--- src/rtl/matching_engine_if.sv ---
// Price-feed side and best-price/trade side of the matcher, grouped as one bus.
// The DUT takes the slave modport; the feed and the reporting logic take the master modport.
interface matching_engine_if #(
   parameter int WIDTH = 8
);
   logic [WIDTH-1:0] buy_price;
   logic [WIDTH-1:0] sell_price;
   logic [WIDTH-1:0] best_bid;
   logic [WIDTH-1:0] best_ask;
   logic             match_flag;
   logic [WIDTH-1:0] trade_price;

   modport master (
      output buy_price, sell_price,
      input  best_bid, best_ask, match_flag, trade_price
   );

   modport slave (
      input  buy_price, sell_price,
      output best_bid, best_ask, match_flag, trade_price
   );
endinterface

--- src/rtl/matching_engine.sv ---
// Sliding-window matcher: max bid / min ask over the last WINDOW samples, cross flag, mid trade price.
// Latency 1 cycle; no backpressure, a buy and a sell sample are consumed on every clock.
module matching_engine #(
   parameter int WIDTH  = 8,
   parameter int WINDOW = 8
) (
   input  logic              clk,
   input  logic              reset,
   matching_engine_if.slave  bus
);
   localparam logic [WIDTH-1:0] ALL_ONES = '1;

   // Only WINDOW-1 samples are stored; the incoming sample completes the window.
   logic [WIDTH-1:0] buy_win_q  [WINDOW-1];
   logic [WIDTH-1:0] buy_win_d  [WINDOW-1];
   logic [WIDTH-1:0] sell_win_q [WINDOW-1];
   logic [WIDTH-1:0] sell_win_d [WINDOW-1];

   logic [WIDTH-1:0] best_bid_q, best_bid_d;
   logic [WIDTH-1:0] best_ask_q, best_ask_d;
   logic             match_q, match_d;
   logic [WIDTH-1:0] trade_q, trade_d;

   always_comb begin
      buy_win_d[0]  = bus.buy_price;
      sell_win_d[0] = bus.sell_price;
      for (int i = 1; i < WINDOW - 1; i++) begin
         buy_win_d[i]  = buy_win_q[i-1];
         sell_win_d[i] = sell_win_q[i-1];
      end

      best_bid_d = bus.buy_price;
      best_ask_d = bus.sell_price;
      for (int i = 0; i < WINDOW - 1; i++) begin
         if (buy_win_q[i] > best_bid_d)
            best_bid_d = buy_win_q[i];
         if (sell_win_q[i] < best_ask_d)
            best_ask_d = sell_win_q[i];
      end

      match_d = (best_bid_d >= best_ask_d);
      // One extra sum bit so 255+255 does not wrap before halving.
      trade_d = match_d ? WIDTH'(({1'b0, best_bid_d} + {1'b0, best_ask_d}) >> 1) : trade_q;
   end

   always_ff @(posedge clk) begin
      if (reset) begin
         for (int i = 0; i < WINDOW - 1; i++) begin
            buy_win_q[i]  <= '0;
            sell_win_q[i] <= ALL_ONES;
         end
         best_bid_q <= '0;
         best_ask_q <= ALL_ONES;
         match_q    <= 1'b0;
         trade_q    <= '0;
      end else begin
         buy_win_q  <= buy_win_d;
         sell_win_q <= sell_win_d;
         best_bid_q <= best_bid_d;
         best_ask_q <= best_ask_d;
         match_q    <= match_d;
         trade_q    <= trade_d;
      end
   end

   assign bus.best_bid    = best_bid_q;
   assign bus.best_ask    = best_ask_q;
   assign bus.match_flag  = match_q;
   assign bus.trade_price = trade_q;
endmodule

--- src/flat_wrapper.sv ---
// flat-port wrapper written by rule: the top's interface ports become plain ports
module matching_engine_flat 
#(
   parameter int WIDTH  = 8,
   parameter int WINDOW = 8
)
  (clk, reset, bus_buy_price, bus_sell_price, bus_best_bid, bus_best_ask, bus_match_flag, bus_trade_price);
  matching_engine_if #(.WIDTH(WIDTH)) bus_i ();
  input  logic clk;
  input  logic reset;
  input wire logic [$bits(bus_i.buy_price)-1:0] bus_buy_price;
  input wire logic [$bits(bus_i.sell_price)-1:0] bus_sell_price;
  output wire logic [$bits(bus_i.best_bid)-1:0] bus_best_bid;
  output wire logic [$bits(bus_i.best_ask)-1:0] bus_best_ask;
  output wire logic [$bits(bus_i.match_flag)-1:0] bus_match_flag;
  output wire logic [$bits(bus_i.trade_price)-1:0] bus_trade_price;
  assign bus_i.buy_price = bus_buy_price;
  assign bus_i.sell_price = bus_sell_price;
  assign bus_best_bid = bus_i.best_bid;
  assign bus_best_ask = bus_i.best_ask;
  assign bus_match_flag = bus_i.match_flag;
  assign bus_trade_price = bus_i.trade_price;
  matching_engine #(.WIDTH(WIDTH), .WINDOW(WINDOW)) u_core (.clk(clk), .reset(reset), .bus(bus_i));
endmodule
--- config.mk ---
export PLATFORM = sky130hd
export DESIGN_NAME = matching_engine_flat
export DESIGN_NICKNAME = d
export VERILOG_FILES = /design/src/rtl/matching_engine_if.sv /design/src/rtl/matching_engine.sv /design/src/flat_wrapper.sv
export SDC_FILE = /design/constraint.sdc
export NUM_CORES = 1
export LEC_CHECK = 0
export CAP_MARGIN = 20
export CORE_MARGIN = 1
export CORE_UTILIZATION = 50
export CTS_CLUSTER_SIZE = 28
export DETAILED_ROUTE_END_ITERATION = 16
export HOLD_SLACK_MARGIN = 0.06
export PLACE_DENSITY_LB_ADDON = 0.3
export RECOVER_POWER = 25
export SLEW_MARGIN = 40
export SYNTH_ARGS = -nofsm -noshare
export SYNTH_HDL_FRONTEND = slang
export SYNTH_SLANG_ARGS = --single-unit
--- constraint.sdc ---
create_clock -name clk -period 20.3 [get_ports clk]
set_input_delay 3.045 -clock clk [delete_from_list [all_inputs] [get_ports clk]]
set_output_delay 3.045 -clock clk [all_outputs]
set_load 0.01 [all_outputs]
==> out/results.ini <==
[power]
p_leak_nw=4.64
irDropWorstVdd_mv=0.121
power_density_nw_per_um2=146

[timing]
hold_viol_final=0
setup_violations=0
max_freq_mhz=53.4
maxSlewViolCount=148
fin_skew_ns=0.0115
tns_ns=0
max-slew-margin-rel_pct=-144
fin_crit_sh_pct=92.2
tightest_slew_ns=3.66
period_needed_ns=18.72
rsz0062_at_grt=no

[drt]
routedWlPerCell_um=13.1
drc_errors=0
viasPerCell=5.27
detail_route.first_pass.iterations=5
via_count=6936
drtAntennaViolNets=0
finalWirelength_um=17300
initialDrtViolationCount=294

[placed_design]
hpwl_um=13100
portBuffers=42
placed_area_um2=9510
place.gp.congestion=0.886

[synth]
ys.flop_type=dfxtp_1
async_reset_ff_share_pct=0
yosys.cell_types.count=75
synth_seq_area_share_pct=30.9
ys_seq_elements=137
synth_area_per_cell_um2=8.55
syn_inst=1039
synth_edf_count=0
syn-num-nets=1167
synth.cell_area_um2=8890
yosys_warnings=0

[outcome]
violations=max-capacitance violations, max-slew violations
run_status=finished, violations left

[clock_tree]
cts.sinks=137
cts_buffers=17
ctsRootBufferMaster=clkbuf_16
h-tree-depth=4
postCtsHoldBufs=0
clock_path_buffers=2
cts_tree=built
clk_latency_ns=0.43
clkTransAtPathRegs_ns=0.06

[grt]
first_global_vias=6699
antenna_found_initial=0
track_usage_pct=20.4
grt_max_degree=99
grt-ovfl-total=0
grt_pass1_wl_um=30100

[layout]
layout-drive-gt1-share_pct=14.8
nNetsFinal=1207
syn2layout_area_growth_pct=13.9
antenna_cells=0
final_cell_area_um2=10100

[critical_path]
critical_path_arrival_ns=19.03
critical_path_class=in -> reg
r2r-end=u_core.bus.trade_price[1]$_SDFFE_PP0P_
slowest_stage=clkdlybuf4s50_1
cp.required_ns=20.61
rr_worst_depth=75
crit_buf_inv=6
end_kind=register
ff2ff_setup_slack_ns=4.42
reg2reg_from=u_core.buy_win_d[42]$_SDFF_PP0_
path_max_fanout=16
critPathTopFamily=compound AO/OA/AOI/OAI gates
slowest_delay_ns=0.56
startpoint_type=input port

[floorplan]
die_h_um=135
start_util_pct=51.2
coreArea_um2=17400
io_pins=43
die_w_um=135
rows=48
die_area_um2=18300

[flow_run]
cap_violations=2

[worst_hold_path]
hp-class=reg -> reg
holdPathEnd=u_core.buy_win_d[29]$_SDFF_PP0_
hp-start=u_core.buy_win_d[37]$_SDFF_PP0_
whs_path_depth=2

-- sequential cells by signal (all words and copies together) (netlist names) --
signal / flops
u_core.bus.match_flag: 1
u_core.buy_win_q: 8
u_core.buy_win_d: 48
u_core.bus.best_bid: 8
u_core.bus.trade_price: 8
u_core.sell_win_d: 48
u_core.sell_win_q: 8
u_core.bus.best_ask: 8
-- metal layers --
metal,global-route usage [%],share of wire (%)
met5,0,0
met4,6.99,1.8
met3,4.94,3.3
met2,35.6,48
met1,24.4,47
-- timing repair --
action | 4_1_cts | 5_1_grt
setup buffers | 0 | 1
gates resized for setup | 0 | 11
setup endpoints to repair | 0 | 9
-- final cells by class --
type | instances | area (µm²)
Fill cell | 1584 | 7230
Inverter | 105 | 394
Timing Repair Buffer | 46 | 453
Clock inverter | 14 | 124
Tap cell | 225 | 282
Clock buffer | 18 | 439
Multi-Input combinational cell | 772 | 5690
Sequential cell | 137 | 2740
-- per-stage QoR --
| step | instances | hold slack, ns | total power (W) | setup slack, ns | util, % |
|---|---|---|---|---|---|
| 2_1_floorplan | 1039 | 0.426 | 0.000992 | 2.67 | - |
| 3_3_place_gp | 1284 | 0.436 | 0.00117 | 0.624 | 54.8 |
| 3_5_place_dp | 1284 | 0.454 | 0.00118 | 0.310 | 54.8 |
| 4_1_cts | 1316 | 0.463 | 0.00148 | 0.653 | 58.1 |
| 5_1_grt | 1317 | 0.478 | 0.00162 | 0.00319 | 58.3 |
| 6_report | 1317 | 0.462 | 0.00148 | 1.58 | 58.3 |
-- cell usage in the layout, fill, tap and decap left out, types with 14 or more instances in the layout --
cell type,count
mux2_2,23
nor2_1,105
ha_1,109
nand2b_1,14
mux2i_1,38
clkbuf_16,17
dfxtp_1,137
or2_2,60
clkdlybuf4s50_1,41
a21oi_1,52
o21ai_0,48
nand2_1,70
inv_1,104
a21o_1,31
nor2b_1,44
-- tightest hold or removal path: cells and delay by family, from the launching register on --
family / cells / cell delay [ns]
buffers and inverters: 1 / 0.06
DFF: 1 / 0.33
and+or+nand+nor: 1 / 0.03
-- kinds of logic (layout without fill, tap and decap cells) --
group | count (synthesis) | after routing | synth area share (%)
and+or+nand+nor | 356 | 356 | 20.2
AOI/OAI and AO/OA | 224 | 224 | 17.7
DFF | 137 | 137 | 30.9
buffers and inverters | 130 | 183 | 5.57
adders and majority gates | 113 | 113 | 15.9
muxes | 73 | 73 | 9.12
xor gates and xnor gates | 6 | 6 | 0.591
-- Yosys cell counts, types with 3 or more instances --
| cell type | number | area share, % |
|---|---|---|
| a211o_1 | 9 | 0.89 |
| o211ai_1 | 4 | 0.34 |
| a31o_2 | 3 | 0.30 |
| nand3_1 | 6 | 0.34 |
| a31oi_1 | 4 | 0.28 |
| o31ai_1 | 5 | 0.42 |
| mux2i_1 | 39 | 4.4 |
| nand4_1 | 9 | 0.63 |
| o32a_1 | 4 | 0.45 |
| o21ai_0 | 52 | 2.9 |
| ha_1 | 109 | 15 |
| nor3_1 | 13 | 0.73 |
| nand2_1 | 71 | 3.0 |
| clkbuf_1 | 24 | 1.0 |
| o211ai_2 | 4 | 0.56 |
| a21boi_0 | 3 | 0.25 |
| or3_1 | 6 | 0.42 |
| mux2_2 | 23 | 2.9 |
| o21a_1 | 5 | 0.42 |
| mux2_4 | 10 | 1.7 |
| or2_2 | 60 | 4.2 |
| nor2b_1 | 44 | 3.1 |
| inv_1 | 104 | 4.4 |
| nand2b_1 | 14 | 0.99 |
| and2_1 | 12 | 0.84 |
| xnor2_1 | 4 | 0.39 |
| dfxtp_1 | 137 | 31 |
| a21oi_1 | 54 | 3.0 |
| and4_1 | 4 | 0.39 |
| a21o_1 | 31 | 2.6 |
| nor2_1 | 105 | 4.4 |
| a211oi_1 | 7 | 0.59 |
| o2111ai_1 | 5 | 0.49 |
-- power by group --
part	internal, W	switching [W]
registers	0.000288	0.00000846
clock network	0.000172	0.000122
logic	0.000403	0.000491
total	0.000862	0.000621
-- worst max-delay path by stage --
stage                startpoint                                endpoint  slack (ns)  cells after the start
6_report       bus_buy_price[2]  u_core.bus.trade_price[1]$_SDFFE_PP0P_        1.58                     77
5_1_grt        bus_buy_price[2]  u_core.bus.trade_price[5]$_SDFFE_PP0P_       0.003                     83
4_1_cts        bus_buy_price[2]  u_core.bus.trade_price[3]$_SDFFE_PP0P_        0.65                     75
3_5_place_dp   bus_buy_price[2]  u_core.bus.trade_price[5]$_SDFFE_PP0P_        0.31                     75
3_3_place_gp   bus_buy_price[2]  u_core.bus.trade_price[0]$_SDFFE_PP0P_        0.62                     73
2_1_floorplan  bus_buy_price[1]  u_core.bus.trade_price[0]$_SDFFE_PP0P_        2.67                     77
No activity file was read; power rests on OpenSTA's default activity.
